## src/rtl/fir_mac_scheduler.sv

```systemverilog
// Time-multiplexed FIR filter: one shared signed multiplier walks the taps one per
// cycle; valid/ready input, result held on the output until accepted.
module fir_mac_scheduler #(
    parameter int NTAPS = 4,
    parameter int W     = 8,
    parameter int ACC_W = 18,
    localparam int AW   = $clog2(NTAPS)
) (
    input  logic                    clk,
    input  logic                    rst_n,
    input  logic                    coef_we,
    input  logic [AW-1:0]           coef_addr,
    input  logic signed [W-1:0]     coef_data,
    output logic                    coef_err,
    input  logic                    in_valid,
    input  logic signed [W-1:0]     in_data,
    output logic                    in_ready,
    output logic                    out_valid,
    output logic signed [ACC_W-1:0] out_data,
    input  logic                    out_ready,
    input  logic                    flush
);

    // Handshakes: a transfer happens on any rising edge where valid and ready are both
    // high; valid/data are held by the sender until then, and ready never waits on valid.

    typedef enum logic [1:0] {S_INIT, S_IDLE, S_MAC, S_OUT} state_t;

    localparam logic [AW-1:0] LAST = AW'(NTAPS - 1);

    state_t                  state, state_next;
    logic signed [W-1:0]     x [NTAPS];
    logic signed [W-1:0]     c [NTAPS];
    logic signed [ACC_W-1:0] acc, sum;
    logic [AW-1:0]           k;
    logic signed [W-1:0]     tap_c, tap_x;
    logic signed [2*W-1:0]   prod;
    logic                    accept, last_tap, addr_ok, coef_ok;

    assign in_ready = (state == S_IDLE);
    assign accept   = in_ready && in_valid;
    assign last_tap = (k == LAST);
    assign addr_ok  = ({1'b0, coef_addr} < (AW+1)'(NTAPS));
    // Coefficients are frozen while the MAC is walking them.
    assign coef_ok  = coef_we && addr_ok && (state != S_MAC);

    always_comb begin
        tap_c = '0;
        tap_x = '0;
        for (int i = 0; i < NTAPS; i++) begin
            if (k == AW'(i)) begin
                tap_c = c[i];
                tap_x = x[i];
            end
        end
    end

    assign prod = (2*W)'(tap_c) * (2*W)'(tap_x);
    assign sum  = acc + {{(ACC_W-2*W){prod[2*W-1]}}, prod};

    always_ff @(posedge clk or negedge rst_n) begin
        if (!rst_n) begin
            state <= S_INIT;
        end else begin
            state <= state_next;
        end
    end

    always_comb begin
        state_next = state;
        case (state)
            S_INIT: state_next = S_IDLE;
            S_IDLE: if (in_valid) state_next = S_MAC;
            S_MAC:  if (last_tap) state_next = S_OUT;
            S_OUT:  if (out_ready) state_next = S_IDLE;
            default: state_next = S_INIT;
        endcase
    end

    always_ff @(posedge clk or negedge rst_n) begin
        if (!rst_n) begin
            for (int i = 0; i < NTAPS; i++) begin
                x[i] <= '0;
                c[i] <= '0;
            end
            acc       <= '0;
            k         <= '0;
            out_valid <= 1'b0;
            out_data  <= '0;
            coef_err  <= 1'b0;
        end else begin
            coef_err <= coef_we && !coef_ok;
            for (int i = 0; i < NTAPS; i++) begin
                if (coef_ok && coef_addr == AW'(i)) begin
                    c[i] <= coef_data;
                end
            end

            // Flush wins over the shift, so a same-edge sample lands in an empty line.
            if (accept || (in_ready && flush)) begin
                for (int i = 1; i < NTAPS; i++) begin
                    x[i] <= flush ? '0 : x[i-1];
                end
                x[0] <= accept ? in_data : '0;
            end

            if (accept) begin
                acc <= '0;
                k   <= '0;
            end else if (state == S_MAC) begin
                acc <= sum;
                k   <= last_tap ? '0 : k + AW'(1);
            end

            if (state == S_MAC && last_tap) begin
                out_data  <= sum;
                out_valid <= 1'b1;
            end else if (state == S_OUT && out_ready) begin
                out_valid <= 1'b0;
            end
        end
    end

endmodule

```

## config.mk

```make
export PLATFORM = sky130hd
export DESIGN_NAME = fir_mac_scheduler
export DESIGN_NICKNAME = d
export VERILOG_FILES = /design/src/rtl/fir_mac_scheduler.sv
export SDC_FILE = /design/constraint.sdc
export NUM_CORES = 1
export LEC_CHECK = 0
export CAP_MARGIN = 5
export CORE_ASPECT_RATIO = 1.2
export CORE_MARGIN = 3
export CORE_UTILIZATION = 32
export CTS_CLUSTER_SIZE = 25
export DETAILED_ROUTE_END_ITERATION = 10
export PLACE_DENSITY = 0.47
export SYNTH_ARGS = -nofsm -noshare
export SYNTH_HDL_FRONTEND = slang
export SYNTH_SLANG_ARGS = --single-unit
```

## constraint.sdc

```tcl
create_clock -name clk -period 15.3 [get_ports clk]
set_clock_uncertainty 0.05 [all_clocks]
set_input_delay 3.06 -clock clk [delete_from_list [all_inputs] [get_ports clk]]
set_output_delay 3.06 -clock clk [all_outputs]
set_load 0.01 [all_outputs]
```

After elaboration in Yosys (flattened, before gate mapping)
Cells that the tools add are included.

storage, ports and cells
  output and inout bits = 21
  bits of input ports = 24
  logic and storage cells = 71
  register bits after elaboration = 106

operators by class
  mux-type cells = 23
  multiply operators = 1
  reductions and logical operators = 18
  equality and inequality tests = 13
  add/subtract/negate cells = 2

operators by type and width
  kind                                                  count
  2-to-1 mux 8 bit                                      12
  2-to-1 mux 18 bit                                     2
  adder 18 bit                                          1
  multiplier 8 x 8 -> 16 bit                            1
  equality test 2 bit (second input constant)           6
  2-to-1 mux 2 bit                                      6
  logical AND 1 bit                                     10
  inequality test 2 bit (second input constant)         4
  case mux 2 bit (4 select lines)                       1
  equality test 2 x 1 -> 1 bit (second input constant)  3
  zero test 2 bit                                       3
  nonzero test 2 bit                                    2
  AND reduction 3 bit                                   1
  adder 2 x 1 -> 2 bit (second input constant)          1
  2-to-1 mux 1 bit                                      2
  zero test 1 bit                                       1
  logical OR 1 bit                                      1

Depth between registers and ports, before layout
Gate-level depths: netlist (run 1).

  depth in word-level cells = 9
  gate-level depth with buffers = 37
  gate-level depth less buffers = 35

Least setup slack after synthesis (run 1)
No wires, ideal clock.

  path kind = flip-flop to flip-flop
  from = reg k[0]
  to = reg acc[17]
  setup time = 120 ps
  period minus slack after synthesis = 7,077 ps
  path buffers = 2
  cell stages (with the launch flop) = 36
  arrival = 6,907 ps
  data required time = 15,130 ps
  slack = 8,223 ps
  cell sequence = dfrtp_1 inv_1 ha_1 clkbuf_1 clkbuf_1 nand2_1 nor2_1 a21oi_1 nor2_1 a21oi_1 nor2_1 a21oi_1 or2_2 fa_1 fa_1 inv_1 fa_1 inv_1 fa_1 inv_1 ha_1 a21oi_1 o21bai_1 a21oi_1 o21ai_0 a21o_1 a21oi_1 xnor2_1 ha_1 a21oi_1 o21ai_0 o41ai_1 a31oi_1 xnor2_2 a21oi_1 a31o_2

between the ends
  cells in the longest elaborated chain, start to end = 9
  elaborated cells between the ends (all ways) = 16
  classes of those cells = add/sub: 1; mul: 1; eq/ne: 3; mux: 10; reduce/logical: 1

ends and longest elaborated chain
  what                            RTL line  source
  start, declared                 35        logic [AW-1:0] k;
  start signal, assigned          112       k <= last_tap ? '0 : k + AW'(1);
  zero test 2 bit                 51        if (k == AW'(i)) begin
  2-to-1 mux 8 bit (4 in a row)   51
  multiplier 8 x 8 -> 16 bit (*)  58        assign prod = (2*W)'(tap_c) * (2*W)'(tap_x);
  adder 18 bit (*)                59        assign sum = acc + {{(ACC_W-2*W){prod[2*W-1]}}, prod};
  2-to-1 mux 18 bit (*)           110       end else if (state == S_MAC) begin
  2-to-1 mux 18 bit (*)           107       if (accept) begin
  end signal, assigned            111       acc <= sum;
  end, declared                   34        logic signed [ACC_W-1:0] acc, sum;

Every way passes the cells marked *; elsewhere a longest branch is shown, timed or not. The select of a mux whose other input is x is not followed.
A chain may end at the register's enable or synchronous reset.

Final worst setup path (run 1)
Same ends and word-level chain as after synthesis.

==> results of run 1 <==
per-layer routing:
metal / part of all wire (%) / GRT usage, % / wire length, um / vias to the layer above
met2: 52 / 25.67 / 9176 / 52
met3: 1.8 / 1.941 / 323 / 12
met4: 1.4 / 3.853 / 246 / 0
met1: 45 / 18.18 / 7887 / 2736
met5: 0 / 0 / 0 / -
li1: - / - / - / 2748
flip-flops by register name, indices dropped and copies added, names as in the netlist:
| name | count |
|---|---|
| out_valid | 1 |
| acc | 18 |
| state | 2 |
| c | 32 |
| k | 2 |
| out_data | 18 |
| coef_err | 1 |
| x | 32 |
layout by cell type, fill, tap and decap left out, drive strengths merged, types with 3 or more instances in the layout:
| cell type | instances |
|---|---|
| a211oi | 3 |
| a21o | 10 |
| a21oi | 70 |
| a22o | 34 |
| a31o | 3 |
| a31oi | 3 |
| and2 | 3 |
| buf | 15 |
| clkbuf | 11 |
| clkdlybuf4s50 | 43 |
| dfrtp | 106 |
| fa | 56 |
| ha | 54 |
| inv | 101 |
| mux2 | 44 |
| mux2i | 15 |
| nand2 | 41 |
| nand2b | 5 |
| nand3 | 4 |
| nor2 | 121 |
| nor2b | 7 |
| nor3 | 5 |
| o21a | 3 |
| o21ai | 18 |
| or2 | 15 |
| xnor2 | 26 |
| xor2 | 6 |
area by class of cell:
| type | instances | area, um2 |
|---|---|---|
| clock buffers | 11 | 242.7 |
| flip-flops and latches | 106 | 2653 |
| fillers | 2448 | 15030 |
| well taps | 320 | 400.4 |
| repair buffers | 58 | 543.0 |
| clock inverters | 4 | 35.03 |
| inverters | 99 | 371.6 |
| multi-input cells | 569 | 4695 |
final timing paths:
path                              from          end  slack, ns  cells after the start
setup / recovery                  k[0]      acc[17]       7.47                     34
hold / removal             out_data[9]  out_data[9]       0.44                      2
setup reg to reg                  k[0]      acc[17]       7.47                     34
hold reg to reg            out_data[9]  out_data[9]       0.44                      2
max in group asynchronous        rst_n         x[2]      11.30                      2
min in group asynchronous        rst_n         c[3]       2.69                      1
worst reg2reg max path, delay by kind of cell, from the launching register on:
family | cells | cell delay (ns)
AOI/OAI and AO/OA | 15 | 3.06
and+or+nand+nor | 5 | 0.51
xor gates and xnor gates | 2 | 0.37
buffers and inverters | 5 | 0.27
DFF | 1 | 0.41
adders and majority gates | 7 | 3.04
logic make-up (layout without fill, tap and decap cells):
kind of cell | after synthesis | in the layout
compound gates | 156 | 156
xor+xnor | 32 | 32
fa+ha+maj | 110 | 110
buf+inv | 128 | 172
flops | 106 | 106
mux | 59 | 59
simple gates | 212 | 212
metrics by stage:
step | area (um2) | setup slack (ns) | cells | hold WS, ns | utilization (%)
6_report | 8940 | 7.471 | 1167 | 0.4352 | 37.30
5_1_grt | 8940 | 6.720 | 1167 | 0.4700 | 37.30
4_1_cts | 8940 | 7.357 | 1167 | 0.4438 | 37.30
3_5_place_dp | 8662 | 7.394 | 1152 | 0.4238 | 36.14
3_3_place_gp | 8662 | 7.497 | 1152 | 0.4164 | 36.14
2_1_floorplan | 7831 | 8.223 | 803 | 0.4234 | -
==> flow_summary.toml, run 1 <==
[min_path]
hp-class = "reg2reg"

[final_layout]
diodes = 0
nets = 977
drive_gt1_share_pct = 11.92
syn_to_final_growth_pct = 14.16

[synthesis]
ys_top_cells_by_area = "dfrtp_1, fa_1, ha_1"
synth_ff_type = "dfrtp_1"
post-synth-top-count-cell = "nor2_1"
synth_xor_area_share_pct = 3.771
async_reset_ff_share_pct = 100.0
yosysWarnings = 0
synth_fa_ha_area_share_pct = 22.94
synth.ff_latch_count = 106
avgSynthCellArea_um2 = 9.753
syn-cell-area_um2 = 7831
synth_cells = 803
synth_nets = 937
synth.area.mux_share_pct = 8.244
yosysSeqAreaShare_pct = 33.87
synth_area_leader_cell = "dfrtp_1"
synth_compound_area_share_pct = 12.97
synthSimpleGateAreaFrac_pct = 11.97
synth_edf_count = 0
synth_common_cells = "nor2_1, dfrtp_1, inv_1"
yosysTopAreaCellShare_pct = 33.87
synth_top_family_by_area = "adder cells"
netlist-cell-type-count = 52

[clocking]
root_buffer = "clkbuf_16"
clk_latency_ns = 0.36
cts_tree = "done"
cts.path.max_buffers = 2
cts_setup_buffers = 0
cts_resized = 0
cts_inserted_buffers = 9
cts.sink_count = 106
h-tree-depth = 3
clk_pin_slew_ns = 0.08
hold_buffers = 0

[timing]
tightest_slew_ns = 1.039
hold_viol_final = 0
finalCriticalPeriod_ns = 7.829
fmax_ghz = 0.1277
slew_violations = 0
rsz0062_at_grt = "no"
setup_violations = 0
fin_tns_setup_ns = 0
layout_worst_path_cycle_share_pct = 51.17
slew_headroom_pct = 30.57

[global_routing]
grt_pass1_vias = 5878
grt-ovfl-total = 0
grt_max_degree = 58
track_usage_pct = 14.34
grt_antenna_before_repair = 0
grt_pass1_wl_mm = 30.34

[critical_path]
crit_buf_inv = 5
crit_arrival_ns = 8.03
cpMostUsedCell = "a21oi_1"
critical-path-top-delay-family = "compound AO/OA/AOI/OAI gates"
path_class = "reg2reg"
max_stage_delay_ns = 0.68
cp-start-kind = "flop"
worstPathRequired_ns = 15.50
cp_max_fo = 16
crit_path_end_kind = "flop"
slowest_stage = "a21oi_1"

[drt]
drt_pre_antenna_iters = 4
drc = 0
vias_per_cell = 4.754
wl_per_cell_um = 15.11
num_vias = 5548
wirelength_mm = 17.63
ant_nets = 0
drt_iter0_markers = 170

[floorplanning]
die-area_um2 = 26390
core_area_um2 = 23970
chipHeight_um = 177.4
io_pins = 45
placementRows = 62
fp.dieW_um = 148.8
start_util_pct = 32.67

[placed_design]
port_buffers = 44
gp_congestion = 0.7731
post-dp-hpwl_mm = 13.19

[status]
status = "completed"

[job]
drv_cap = 0
Power of run 1 is left out: the tool's default activity adds up to more than one toggle a clock period on the data nets, which glitch-free logic cannot reach.
==> run 2: changes to the inputs <==
--- a/config.mk
+++ b/config.mk
@@ -11,7 +11,7 @@
 export CORE_UTILIZATION = 32
 export CTS_CLUSTER_SIZE = 25
 export DETAILED_ROUTE_END_ITERATION = 10
-export PLACE_DENSITY = 0.47
+export PLACE_DENSITY = 0.49
 export SYNTH_ARGS = -nofsm -noshare
 export SYNTH_HDL_FRONTEND = slang
 export SYNTH_SLANG_ARGS = --single-unit
==> constraint.sdc (replaced) <==
create_clock -name clk -period 6.52 [get_ports clk]
set_clock_uncertainty 0.05 [all_clocks]
set_input_delay 1.304 -clock clk [delete_from_list [all_inputs] [get_ports clk]]
set_output_delay 1.304 -clock clk [all_outputs]
set_load 0.01 [all_outputs]
==> flow_summary.toml, run 2 (same netlist as run 1, synthesis figures left out) <==
[drt]
drc = 0
wl_per_cell_um = 14.66
num_vias = 6026
vias_per_cell = 4.679
drt_pre_antenna_iters = 4
wirelength_mm = 18.88
ant_nets = 0
drt_iter0_markers = 201

[placed_design]
dp_cells = 1243
gp_congestion = 0.7941
port_buffers = 44
post-dp-hpwl_mm = 13.73
place_area_um2 = 9548

[global_routing]
grt_pass1_vias = 6195
grt_pass1_wl_mm = 31.19
grt_antenna_before_repair = 0
grt-ovfl-total = 0
grt_max_degree = 61
track_usage_pct = 14.70

[timing]
hold_viol_final = 0
hold_slack_ns = 0.4283
setup_ws_ns = -0.2232
rsz0062_at_grt = "yes"
tightest_slew_ns = 0.9758
slew_violations = 0
finalCriticalPeriod_ns = 6.743
layout_worst_path_cycle_share_pct = 103.4
fmax_ghz = 0.1483
setup_violations = 12
slew_headroom_pct = 34.78

[clocking]
clk_pin_slew_ns = 0.08
cts.sink_count = 106
cts_inserted_buffers = 9
clk_latency_ns = 0.36
cts_tree = "done"
h-tree-depth = 3
root_buffer = "clkbuf_16"
hold_buffers = 0
cts.path.max_buffers = 2

[floorplanning]
fp.dieW_um = 148.8
placementRows = 62
start_util_pct = 32.67
chipHeight_um = 177.4
die-area_um2 = 26390
io_pins = 45
core_area_um2 = 23970

[final_layout]
syn_to_final_growth_pct = 35.56
drive_gt1_share_pct = 33.06
nets = 1098
diodes = 0
final_common_cell = "buf_4"
stdcell_area_um2 = 10620
most-common-layout-cells = "buf_4, nor2_1, dfrtp_1"
reg_top3 = "c (32), x (32)"
final_cells = 1288

[job]
drv_cap = 0

[min_path]
hp-class = "reg2reg"
holdPathStages = 2

[status]
status = "finished with violations"
failed_checks = "setup timing"

[critical_path]
r2r_cells = 34
cp-start-kind = "flop"
crit_path_end_kind = "flop"
slowest_stage = "fa_1"
path_class = "reg2reg"
worstPathRequired_ns = 6.72
max_stage_delay_ns = 0.55
cpMostUsedCell = "fa_1"
cp_max_fo = 7
crit_arrival_ns = 6.94
## run 2: cell types whose count changed in the layout (fill, tap and decap cells not counted), sizes merged
cell | previous run | this run
clkinvlp | 0 | 2
inv | 101 | 99
buf | 15 | 134
clkbuf | 11 | 12
clkinv | 2 | 3
## run 2: metrics by stage
| step | util (%) | setup slack, ns | setup TNS, ns |
|---|---|---|---|
| global placement | 39.83 | -0.2791 | -1.601 |
| floorplan | - | -0.04792 | -0.04792 |
| detailed placement | 39.83 | -0.3864 | -1.901 |
| finish | 44.29 | -0.2232 | -1.110 |
| CTS | 42.65 | -0.2624 | -1.053 |
| global route | 44.29 | -0.6039 | -5.031 |
## run 2: final timing paths
path | slack, ns | startpoint | end
hold reg to reg | 0.43 | out_valid | out_valid
hold / removal | 0.43 | out_valid | out_valid
min in group asynchronous | 0.91 | rst_n | acc[5]
setup reg to reg | -0.22 | k[0] | acc[17]
setup / recovery | -0.22 | k[0] | acc[17]
max in group asynchronous | 4.28 | rst_n | c[31]
## run 2: routing by layer
layer	global-route usage (%)	share of wire [%]	vias to the layer above
met5	0	0	-
met4	3.853	1.4	0
met3	1.890	1.9	17
met2	26.67	53	66
met1	18.43	44	2958
li1	-	-	2985
## run 2: final cells by class
class                           instances  area [um2]
Fill cell                            2334       13350
Clock buffer                           10       229.0
Multi-Input combinational cell        569        5256
Timing Repair Buffer                  179        1662
Tap cell                              320       400.4
Sequential cell                       106        2653
Clock inverter                          5       40.04
Inverter                               99       376.6
## run 2: critical path, delay by kind of cell, from the launching register on
kind	cells	cell delay, ns
AOI/OAI and AO/OA	11	1.71
xor gates and xnor gates	2	0.37
adders and majority gates	7	2.83
buffers and inverters	9	0.82
DFF	1	0.40
and+or+nand+nor	5	0.47
## run 2: repair_timing
| action | CTS | global route |
|---|---|---|
| pin swaps | 45 | 52 |
| gates cloned | 2 | 2 |
| endpoints found under the setup margin | 12 | 15 |
| gates resized for setup | 43 | 67 |
| endpoints found under the hold margin | 0 | 0 |
| setup buffers | 15 | 12 |
Power of run 2 is left out for the same reason.
==> run 3: changes to the inputs <==
--- a/config.mk
+++ b/config.mk
@@ -5,6 +5,7 @@
 export SDC_FILE = /design/constraint.sdc
 export NUM_CORES = 1
 export LEC_CHECK = 0
+export ABC_AREA = 1
 export CAP_MARGIN = 5
 export CORE_ASPECT_RATIO = 1.2
 export CORE_MARGIN = 3
==> flow_summary.toml, run 3 <==
[clocking]
cts_inserted_buffers = 9
clk_latency_ns = 0.37
cts_tree = "done"
cts.path.max_buffers = 2
root_buffer = "clkbuf_16"
cts.sink_count = 106
h-tree-depth = 3
clk_pin_slew_ns = 0.08

[final_layout]
syn_to_final_growth_pct = 28.87
nets = 1276
fill_cells = 2550
fin_util_pct = 42.60
multi_input_area_um2 = 4931
final_cells = 1467
drive_gt1_share_pct = 21.36
diodes = 0
register_area_um2 = 2654
final_common_cell = "nand2_1"
most-common-layout-cells = "nand2_1, inv_1, dfrtp_1"
reg_top3 = "c (32), x (32)"

[critical_path]
slowest_stage = "fa_1"
crit_path_end_kind = "flop"
cp_max_fo = 7
worstPathRequired_ns = 6.74
max_stage_delay_ns = 0.56
path_class = "reg2reg"
crit_arrival_ns = 6.45
cp-start-kind = "flop"

[drt]
drt_pre_antenna_iters = 4
drc = 0
num_vias = 6779
drt_iter0_markers = 238
vias_per_cell = 4.621
wl_per_cell_um = 14.20
ant_nets = 0
wirelength_mm = 20.83

[synthesis]
synth.ff_latch_count = 106
ys_top_cells_by_area = "dfrtp_1, fa_1, nand2_1"
post-synth-top-count-cell = "nand2_1"
netlist-cell-type-count = 42
yosysTopAreaCellShare_pct = 32.94
synth_area_leader_cell = "dfrtp_1"
yosysSeqAreaShare_pct = 32.94
synth_cells = 1006
async_reset_ff_share_pct = 100.0
synth_nets = 1140
syn-cell-area_um2 = 8053
avgSynthCellArea_um2 = 8.005
synth_common_cells = "nand2_1, inv_1, dfrtp_1"
synth_edf_count = 0
synth_ff_type = "dfrtp_1"
yosysWarnings = 0

[timing]
finalCriticalPeriod_ns = 6.238
slew_violations = 0
hold_viol_final = 0
fmax_ghz = 0.1603
layout_worst_path_cycle_share_pct = 95.67
hold_slack_ns = 0.4282
setup_violations = 0
slew_headroom_pct = 38.58
tightest_slew_ns = 0.9203
fin_tns_setup_ns = 0

[floorplanning]
placementRows = 62
fp.dieW_um = 150.8
die-area_um2 = 27110
core_area_um2 = 24360
io_pins = 45
start_util_pct = 33.06
chipHeight_um = 179.8

[global_routing]
grt_pass1_wl_mm = 34.27
grt_pass1_vias = 6935
grt_antenna_before_repair = 0
track_usage_pct = 15.77
grt_max_degree = 63
grt-ovfl-total = 0

[placed_design]
gp_congestion = 0.8987
dp_cells = 1431
post-dp-hpwl_mm = 16.36
port_buffers = 44

[status]
status = "completed"

[job]
drv_cap = 0

[min_path]
hp-class = "reg2reg"
run 3: cell count changes in the layout (fill, tap and decap cells not counted), sizes merged, moves of 44 or more:
| cell | delta |
|---|---|
| inv | +121 |
| mux2 | -44 |
| nand2 | +185 |
| nand3 | +50 |
| nor2 | -63 |
| o21ai | +60 |
run 3: final timing paths:
kind                           start         to  slack [ns]  cells after the start
min reg2reg                out_valid  out_valid        0.43                      2
max in group asynchronous      rst_n       k[1]        4.32                      2
max reg2reg                     k[1]    acc[14]        0.28                     31
min in group asynchronous      rst_n       c[8]        0.85                      1
max                             k[1]    acc[14]        0.28                     31
min                        out_valid  out_valid        0.43                      2
run 3: what timing repair did:
| action | 4_1_cts | 5_1_grt |
|---|---|---|
| pin swaps | 5 | 47 |
| gates resized for setup | 15 | 100 |
| hold buffers | 0 | 0 |
| setup buffers | 3 | 17 |
| hold endpoints to repair | 0 | 0 |
| endpoints found under the setup margin | 14 | 20 |
run 3: stage by stage:
stage | instance area (um2) | worst slack [ns]
final | 10380 | 0.2823
after CTS | 9816 | -0.007614
after global placement | 9428 | -0.2425
after detailed placement | 9428 | -0.2133
after global routing | 10380 | -0.04674
after floorplan | 8053 | 0.5111
run 3: layout make-up:
| class | instances | area share (%) |
|---|---|---|
| clock buffer | 10 | 2.303 |
| clock inverter | 6 | 0.6270 |
| inverter | 217 | 7.994 |
| multi-input combinational | 660 | 47.52 |
| sequential | 106 | 25.57 |
| tap | 320 | 3.858 |
| timing repair buffer | 148 | 12.13 |
run 3: worst max-delay path: cells and delay by family, from the launching register on:
kind	cells	cell delay [ns]
compound gates	4	0.54
xor+xnor	1	0.13
fa+ha+maj	7	2.84
buf+inv	10	1.04
flops	1	0.46
simple gates	9	1.07
run 3: metal layers:
| layer | vias up | routed length [um] | global-route usage, % |
|---|---|---|---|
| met5 | - | 0 | 0 |
| met1 | 3221 | 9321 | 19.81 |
| met2 | 89 | 10600 | 27.65 |
| met4 | 0 | 468 | 4.826 |
| li1 | 3439 | - | - |
| met3 | 30 | 442 | 2.393 |
run 3: logic make-up (layout without fill, tap and decap cells):
family          after synthesis  in the layout  synth area share (%)
simple gates                354            354                 18.02
fa+ha+maj                   110            110                 22.31
compound gates              178            178                 13.25
flops                       106            106                 32.94
xor+xnor                     18             18                 1.958
buf+inv                     240            381                 11.51
Power of run 3 is left out for the same reason.
